$ cat src/rtl/object_list_pkg.sv
// Shared types and width helpers for the object_list block.
package object_list_pkg;

  typedef enum logic {
    IDLE = 1'b0,
    ITER = 1'b1
  } iter_state_t;

  function automatic int idx_w(input int depth);
    return (depth <= 2) ? 1 : $clog2(depth);
  endfunction

  function automatic int cnt_w(input int depth);
    return $clog2(depth + 1);
  endfunction

endpackage

$ cat src/rtl/object_list_mem.sv
// DEPTH x DATA_W register file: one synchronous write port, one asynchronous read port.
module object_list_mem #(
  parameter int DATA_W = 16,
  parameter int DEPTH  = 8,
  parameter int IDX_W  = 3
) (
  input  logic              clk,
  input  logic              we,
  input  logic [IDX_W-1:0]  waddr,
  input  logic [DATA_W-1:0] wdata,
  input  logic [IDX_W-1:0]  raddr,
  output logic [DATA_W-1:0] rdata
);

  logic [DATA_W-1:0] mem [DEPTH];

  always_ff @(posedge clk) begin
    if (we) mem[waddr] <= wdata;
  end

  assign rdata = mem[raddr];

endmodule

$ cat src/rtl/object_list.sv
// Order-preserving object list with append insert and single-pass in-place update/remove.
// Optional sticky overflow flag enabled by defining OBJECT_LIST_OVERFLOW_EN.
//
//  state | meaning
//  IDLE  | accepting inserts, iter_done high
//  ITER  | presenting one element per cycle at rd_idx, compacting into wr_idx
module object_list
  import object_list_pkg::*;
#(
  parameter int DATA_W = 16,
  parameter int DEPTH  = 8
) (
  input  logic                         clk,
  input  logic                         rst_n,
  input  logic                         ce,
  input  logic                         clear,
  input  logic                         insert_en,
  input  logic [DATA_W-1:0]            insert_data,
  output logic                         insert_ready,
  input  logic                         iter_start,
  output logic                         iter_done,
  output logic                         iter_valid,
  output logic [DATA_W-1:0]            iter_out,
  input  logic [DATA_W-1:0]            iter_in,
  input  logic                         iter_remove,
  output logic [cnt_w(DEPTH)-1:0]      count,
  output logic                         full
`ifdef OBJECT_LIST_OVERFLOW_EN
  ,
  output logic                         overflow
`endif
);

  localparam int IDX_W = idx_w(DEPTH);
  localparam int CNT_W = cnt_w(DEPTH);

  iter_state_t       state, state_next;
  logic [IDX_W-1:0]  rd_idx;
  logic [CNT_W-1:0]  wr_idx;
  logic [CNT_W-1:0]  len;
  logic [CNT_W-1:0]  start_len;
  logic [CNT_W-1:0]  wr_next;
  logic              accept_ins;
  logic              start_ok;
  logic              last;
  logic              mem_we;
  logic [IDX_W-1:0]  mem_waddr;
  logic [DATA_W-1:0] mem_wdata;
  logic [DATA_W-1:0] mem_rdata;

  assign insert_ready = (state == IDLE) && (count < CNT_W'(DEPTH));
  assign accept_ins   = insert_en && insert_ready;
  // A same-cycle insert is counted into the pass it starts.
  assign start_len    = count + CNT_W'(accept_ins);
  assign start_ok     = iter_start && (start_len != '0);
  assign last         = (CNT_W'(rd_idx) == (len - CNT_W'(1)));
  assign wr_next      = wr_idx + CNT_W'(!iter_remove);

  always_ff @(posedge clk) begin
    if (!rst_n) state <= IDLE;
    else        state <= state_next;
  end

  always_comb begin
    state_next = state;
    if (ce) begin
      if (clear) begin
        state_next = IDLE;
      end else begin
        case (state)
          IDLE:    if (start_ok) state_next = ITER;
          ITER:    if (last)     state_next = IDLE;
          default: state_next = IDLE;
        endcase
      end
    end
  end

  always_comb begin
    iter_done  = (state == IDLE);
    iter_valid = (state == ITER);
    iter_out   = iter_valid ? mem_rdata : '0;
    full       = (count == CNT_W'(DEPTH));
  end

  always_ff @(posedge clk) begin
    if (!rst_n) begin
      count  <= '0;
      rd_idx <= '0;
      wr_idx <= '0;
      len    <= '0;
    end else if (ce) begin
      if (clear) begin
        count  <= '0;
        rd_idx <= '0;
        wr_idx <= '0;
      end else if (state == IDLE) begin
        if (accept_ins) count <= count + CNT_W'(1);
        if (start_ok) begin
          rd_idx <= '0;
          wr_idx <= '0;
          len    <= start_len;
        end
      end else begin
        rd_idx <= rd_idx + IDX_W'(1);
        wr_idx <= wr_next;
        if (last) count <= wr_next;
      end
    end
  end

  always_comb begin
    mem_we    = 1'b0;
    mem_waddr = IDX_W'(count);
    mem_wdata = insert_data;
    if (rst_n && ce && !clear) begin
      if (state == IDLE) begin
        mem_we = accept_ins;
      end else begin
        mem_we    = !iter_remove;
        mem_waddr = IDX_W'(wr_idx);
        mem_wdata = iter_in;
      end
    end
  end

  object_list_mem #(
    .DATA_W (DATA_W),
    .DEPTH  (DEPTH),
    .IDX_W  (IDX_W)
  ) u_mem (
    .clk   (clk),
    .we    (mem_we),
    .waddr (mem_waddr),
    .wdata (mem_wdata),
    .raddr (rd_idx),
    .rdata (mem_rdata)
  );

`ifdef OBJECT_LIST_OVERFLOW_EN
  always_ff @(posedge clk) begin
    if (!rst_n)                          overflow <= 1'b0;
    else if (ce && clear)                overflow <= 1'b0;
    else if (ce && insert_en && !insert_ready) overflow <= 1'b1;
  end
`endif

endmodule
$ cat config.mk
export PLATFORM = sky130hd
export DESIGN_NAME = object_list
export DESIGN_NICKNAME = d
export VERILOG_FILES = /design/src/rtl/object_list_pkg.sv /design/src/rtl/object_list_mem.sv /design/src/rtl/object_list.sv
export SDC_FILE = /design/constraint.sdc
export NUM_CORES = 1
export LEC_CHECK = 0
export ABC_CLOCK_PERIOD_IN_PS = 5300
export CORE_ASPECT_RATIO = 2
export CORE_MARGIN = 2
export CORE_UTILIZATION = 60
export CTS_CLUSTER_DIAMETER = 200
export DETAILED_ROUTE_END_ITERATION = 16
export HOLD_SLACK_MARGIN = 0.1
export PLACE_DENSITY_LB_ADDON = 0.05
export SLEW_MARGIN = 15
export SYNTH_ARGS = -nofsm -noshare
export SYNTH_HDL_FRONTEND = slang
export SYNTH_HIERARCHICAL = 1
export SYNTH_SLANG_ARGS = --single-unit
$ cat constraint.sdc
create_clock -name clk -period 5.3 [get_ports clk]
set_input_delay 1.06 -clock clk [delete_from_list [all_inputs] [get_ports clk]]
set_output_delay 1.06 -clock clk [all_outputs]
set_load 0.01 [all_outputs]
; ---- After elaboration in Yosys (flattened, before gate mapping)
; Memory sizes are Yosys's and may differ from the RTL's. A register that Yosys moved wholly into a read port is not among the register bits.
; Cells that the tools add are included.
; Widths: inputs -> output; s select.
[op_classes]
n_addsub = 5
n_lt_le_gt_ge = 1
n_eq_ne = 3
n_mux = 25
bitwise = 2
reduce_logical = 13
[op_table]
columns = op, n
row1 = $mux 16, 3
row2 = $mux 4, 7
row3 = $mux 3, 7
row4 = $add 4x1->4, 2
row5 = $mux 1, 7
row6 = $reduce_bool 3->1, 2
row7 = $logic_and 1x1->1, 5
row8 = $add 4x1->4 const B, 1
row9 = $eq 3x4->1, 1
row10 = $eq 4x4->1 const B, 1
row11 = $lt 4x4->1 const B, 1
row12 = $reduce_and 4->1, 1
row13 = $reduce_bool 4->1, 1
row14 = $sub 4x1->4 const B, 1
row15 = $add 3x1->3 const B, 1
row16 = $ne 3x2->1 const B, 1
row17 = $reduce_and 3->1, 1
row18 = $logic_not 1->1, 2
row19 = $not 1->1, 2
row20 = $pmux 1 s2, 1
row21 = $reduce_and 2->1, 1
[word_totals]
reg_bits = 16
mem_bits_rw = 128
input_bits = 39
out_inout_bits = 24
n_memories = 1
[memory_table]
columns = memory, words, width, read_ports, rd_ports_with_merged_regs, wr, line_no
row1 = u_mem.mem, 8, 16, 1, 1, 1, object_list_mem.sv:15  ; logic [DATA_W-1:0] mem [DEPTH];

; ---- Logic depth before layout (Yosys ltp)
[logic_depth]
depth_word = 11
ltp_mapped = 8

; ---- By module
; The synthesis kept the hierarchy.
[by_module_without_submodules]
columns = mod, instances, cells_per_inst, area_per_inst_um2
row1 = object_list_mem, 1, 198, 4973.5
row2 = object_list, 1, 175, 1446.4

; ---- Least setup slack after synthesis
; OpenSTA, ideal clock, no wires.
[synth_timing]
path_kind = input to register
start = input port ce
end = memory u_mem.mem[0][0] (enable)
setup_ns = 0.409
arrival_ns = 3.351
path_slack_ns = 1.540
path_stages = 7
path_buffers = 2
path_cell_list = buf_6 > inv_2 > nor3b_2 > nand2_2 > buf_2 > mux2_2 > nor3_1
[synth_via]
word_cells_on_any_way = 6
classes_between = mux (4) / reduce/logical (2)
[synth_rtl]
columns = item, line_no
row1 = start: declaration, object_list.sv:15  ; input logic ce,
row2 = $logic_and 1x1->1 (2 in series), object_list.sv:116  ; if (rst_n && ce && !clear) begin
row3 = $mux 3, object_list.sv:116
row4 = via mem_waddr[0], object_list.sv:47  ; logic [IDX_W-1:0] mem_waddr;
row5 = end: declaration, object_list_mem.sv:15
; The timed path passes the listed nets, and every way through them passes these cells.

==> metrics <==
Syn Area/Cell 17.2 um2; DR DRC count 0; setup violators final 0; RSZ-0062 raised after global routing no; WL/cell 22.2 um; Final Hold Viols 0; Core Area 10500 um2; Final Wtd Congestion 0.824; CP max stage cell dfxtp_2; TNS Setup 0 ns; TritonCTS clock tree done; max_cap viols 0; DP Area 7170 um2; Worst Setup Start Kind flop; number of global-route vias before repair 3832; critical path fanouts, max 36; global-route wire length before repair 20400 um; Hold Crit Class flop to flop; CTS buffer count 17; via count 3620; Die Wd 77.1 um; Row Count 53; DR vias/cell 6.06; TritonCTS sink count 144; # fillers 696; R2R Setup Slk 2.08 ns; Leak 2.60 nW; Slew Viols, Final 0; Die ar. 11600 um2; area occupied by registers 4170 um2; cts repair resizes 0; Setup crit end kind output pin; drt total wl 13300 um; initial drt markers 258; Cell Area, Synth 6420 um2; outcome finished clean; critical path data arrival time 3.09 ns; worst endpoint required time 4.24 ns; ant diodes 0; Critical Path, Cell by Cell mux4_1 -> mux2_2 -> and2_1 -> clkdlybuf4s50_1; pin count of the biggest net entering global routing 37; sequential area share after synthesis 0.649; synth-to-layout area growth 20.5%; skew final 0.00984 ns; Multi-input gate area 2100 um2; H-tree depth 4; CTS root buffer clkbuf_16; fin cells 597; WHS 0.530 ns; GRT Util Overall 0.245; count of cell types in the netlist 45; Pwr Density 321 nW/um2; Max stage delay on crit path 1.04 ns; initial antenna violation count 0; fin nets 494; initial core utilization 0.613; global route overflow 0; fmax 241 MHz; drt pass-1 iters 4; Post-DRT Antenna Nets 0; DP HPWL 8850 um; Placed Cells incl. Taps 565; Worst-Margin Slew 1.07 ns; post-synthesis cell count 373; io pins 63; #FFs+latches synth 144; syn nets 420; clock period minus worst slack 4.15 ns; Clk Latency, worst-skew pair 0.41 ns; Ys Warns 6; Port Buffers 62; Finished Cell Area 7740 um2; layout cells sized above 1 0.200; VDD IR max 0.000306 V; commonest non-fill, non-tap cell in the layout edfxtp_1; Post CTS Setup Buffer Count 0; final worst-path cycle share 0.784; CP Class flop to output pin; Die Ht 150 um; commonest non-fill, non-tap cells in the layout edfxtp_1, clkdlybuf4s50_1, mux2_2; # hold bufs at CTS 0; max_slew headroom 0.284; Clk pin slew, worst setup/hold paths 0.06 ns; clk buf depth 2
==> cell families (layout without fill, tap and decap cells) <==
kind of cell,Yosys count,count (layout),synth area share
AOI/OAI and AO/OA,37,37,0.0392
xor gates and xnor gates,7,7,0.00955
adders and majority gates,8,8,0.0156
buffers and inverters,27,114,0.0265
DFF,144,144,0.649
muxes,68,68,0.192
and+or+nand+nor,82,82,0.0688
==> path summary, 6_finish.rpt <==
check	startpoint	end	depth (start not counted)
worst max-delay path	rd_idx[0]	iter_out[2]	4
worst min-delay path	len[1]	len[1]	2
worst max register to register	iter_valid	u_mem/mem[6][7]	6
worst min register to register	len[1]	len[1]	2
==> synthesized netlist by cell type <==
cell type	count	area (um2)
o211ai_1	1	7.51
a211oi_4	1	20.0
a311oi_1	2	17.5
or3_1	1	6.26
and3_1	4	25.0
mux2_2	36	405
nor3b_1	2	15.0
nor2_1	12	45.0
o21ai_1	1	5.00
nand2_2	1	6.26
dfxtp_1	16	320
inv_1	8	30.0
nor3b_2	1	12.5
nand2_1	17	63.8
a21oi_1	5	25.0
a32o_1	1	10.0
nand3_1	9	45.0
a221oi_1	1	8.76
buf_1	4	15.0
or4_4	1	11.3
clkbuf_8	2	27.5
clkbuf_2	1	5.00
a31oi_1	5	31.3
o21a_1	1	7.51
o211a_1	1	10.0
clkbuf_1	3	11.3
mux4_2	4	90.1
a211oi_1	1	7.51
a21boi_0	5	37.5
xnor2_1	3	26.3
o41ai_1	1	8.76
buf_6	6	67.6
inv_2	1	3.75
xor2_1	4	35.0
and2_1	17	106
ha_1	8	100
nor3_1	6	30.0
o21ai_0	11	55.1
nor2b_1	5	31.3
edfxtp_1	128	3840
mux4_1	28	736
nand4b_1	2	17.5
buf_2	2	10.0
nand3b_1	1	7.51
nand2b_1	3	18.8
==> routing by layer <==
| metal | GRT usage | part of all wire | vias to the layer above |
|---|---|---|---|
| met5 | 0 | 0 | - |
| met4 | 0.133 | 0.031 | 0 |
| met3 | 0.0647 | 0.046 | 30 |
| met2 | 0.418 | 0.55 | 135 |
| met1 | 0.281 | 0.37 | 1812 |
| li1 | - | - | 1643 |
==> registers in the layout, indices dropped and copies added (netlist names) <==
name / cells
rd_idx: 3
count: 4
wr_idx: 4
u_mem/mem: 128
iter_valid: 1
len: 4
==> cell type report <==
class,instances,area share
inverters,9,0.00437
clock inverters,15,0.0183
multi-input cells,202,0.271
repair buffers,73,0.0909
clock buffers,17,0.0550
flip-flops and latches,144,0.538
well taps,137,0.0222
==> power breakdown <==
group | switching [W] | total [W] | internal [W]
Combinational | 0.0000566 | 0.000119 | 0.0000625
Clock | 0.000495 | 0.00112 | 0.000621
Sequential | 0.00000847 | 0.00125 | 0.00124
==> metrics by stage <==
stage / worst slack, ns / util / total power, W
floorplan: 1.54 / - / 0.00133
global placement: 1.14 / 0.684 / 0.00139
detailed placement: 1.08 / 0.684 / 0.00139
CTS: 1.08 / 0.738 / 0.00251
global route: 0.969 / 0.738 / 0.00257
finish: 1.15 / 0.738 / 0.00249
==> worst max-delay path, delay by kind of cell, from the launching register on <==
kind / cells / cell delay (ns)
flops: 1 / 1.04
simple gates: 1 / 0.16
mux: 2 / 0.99
buf+inv: 1 / 0.47
Power figures use the tool's default switching activity.
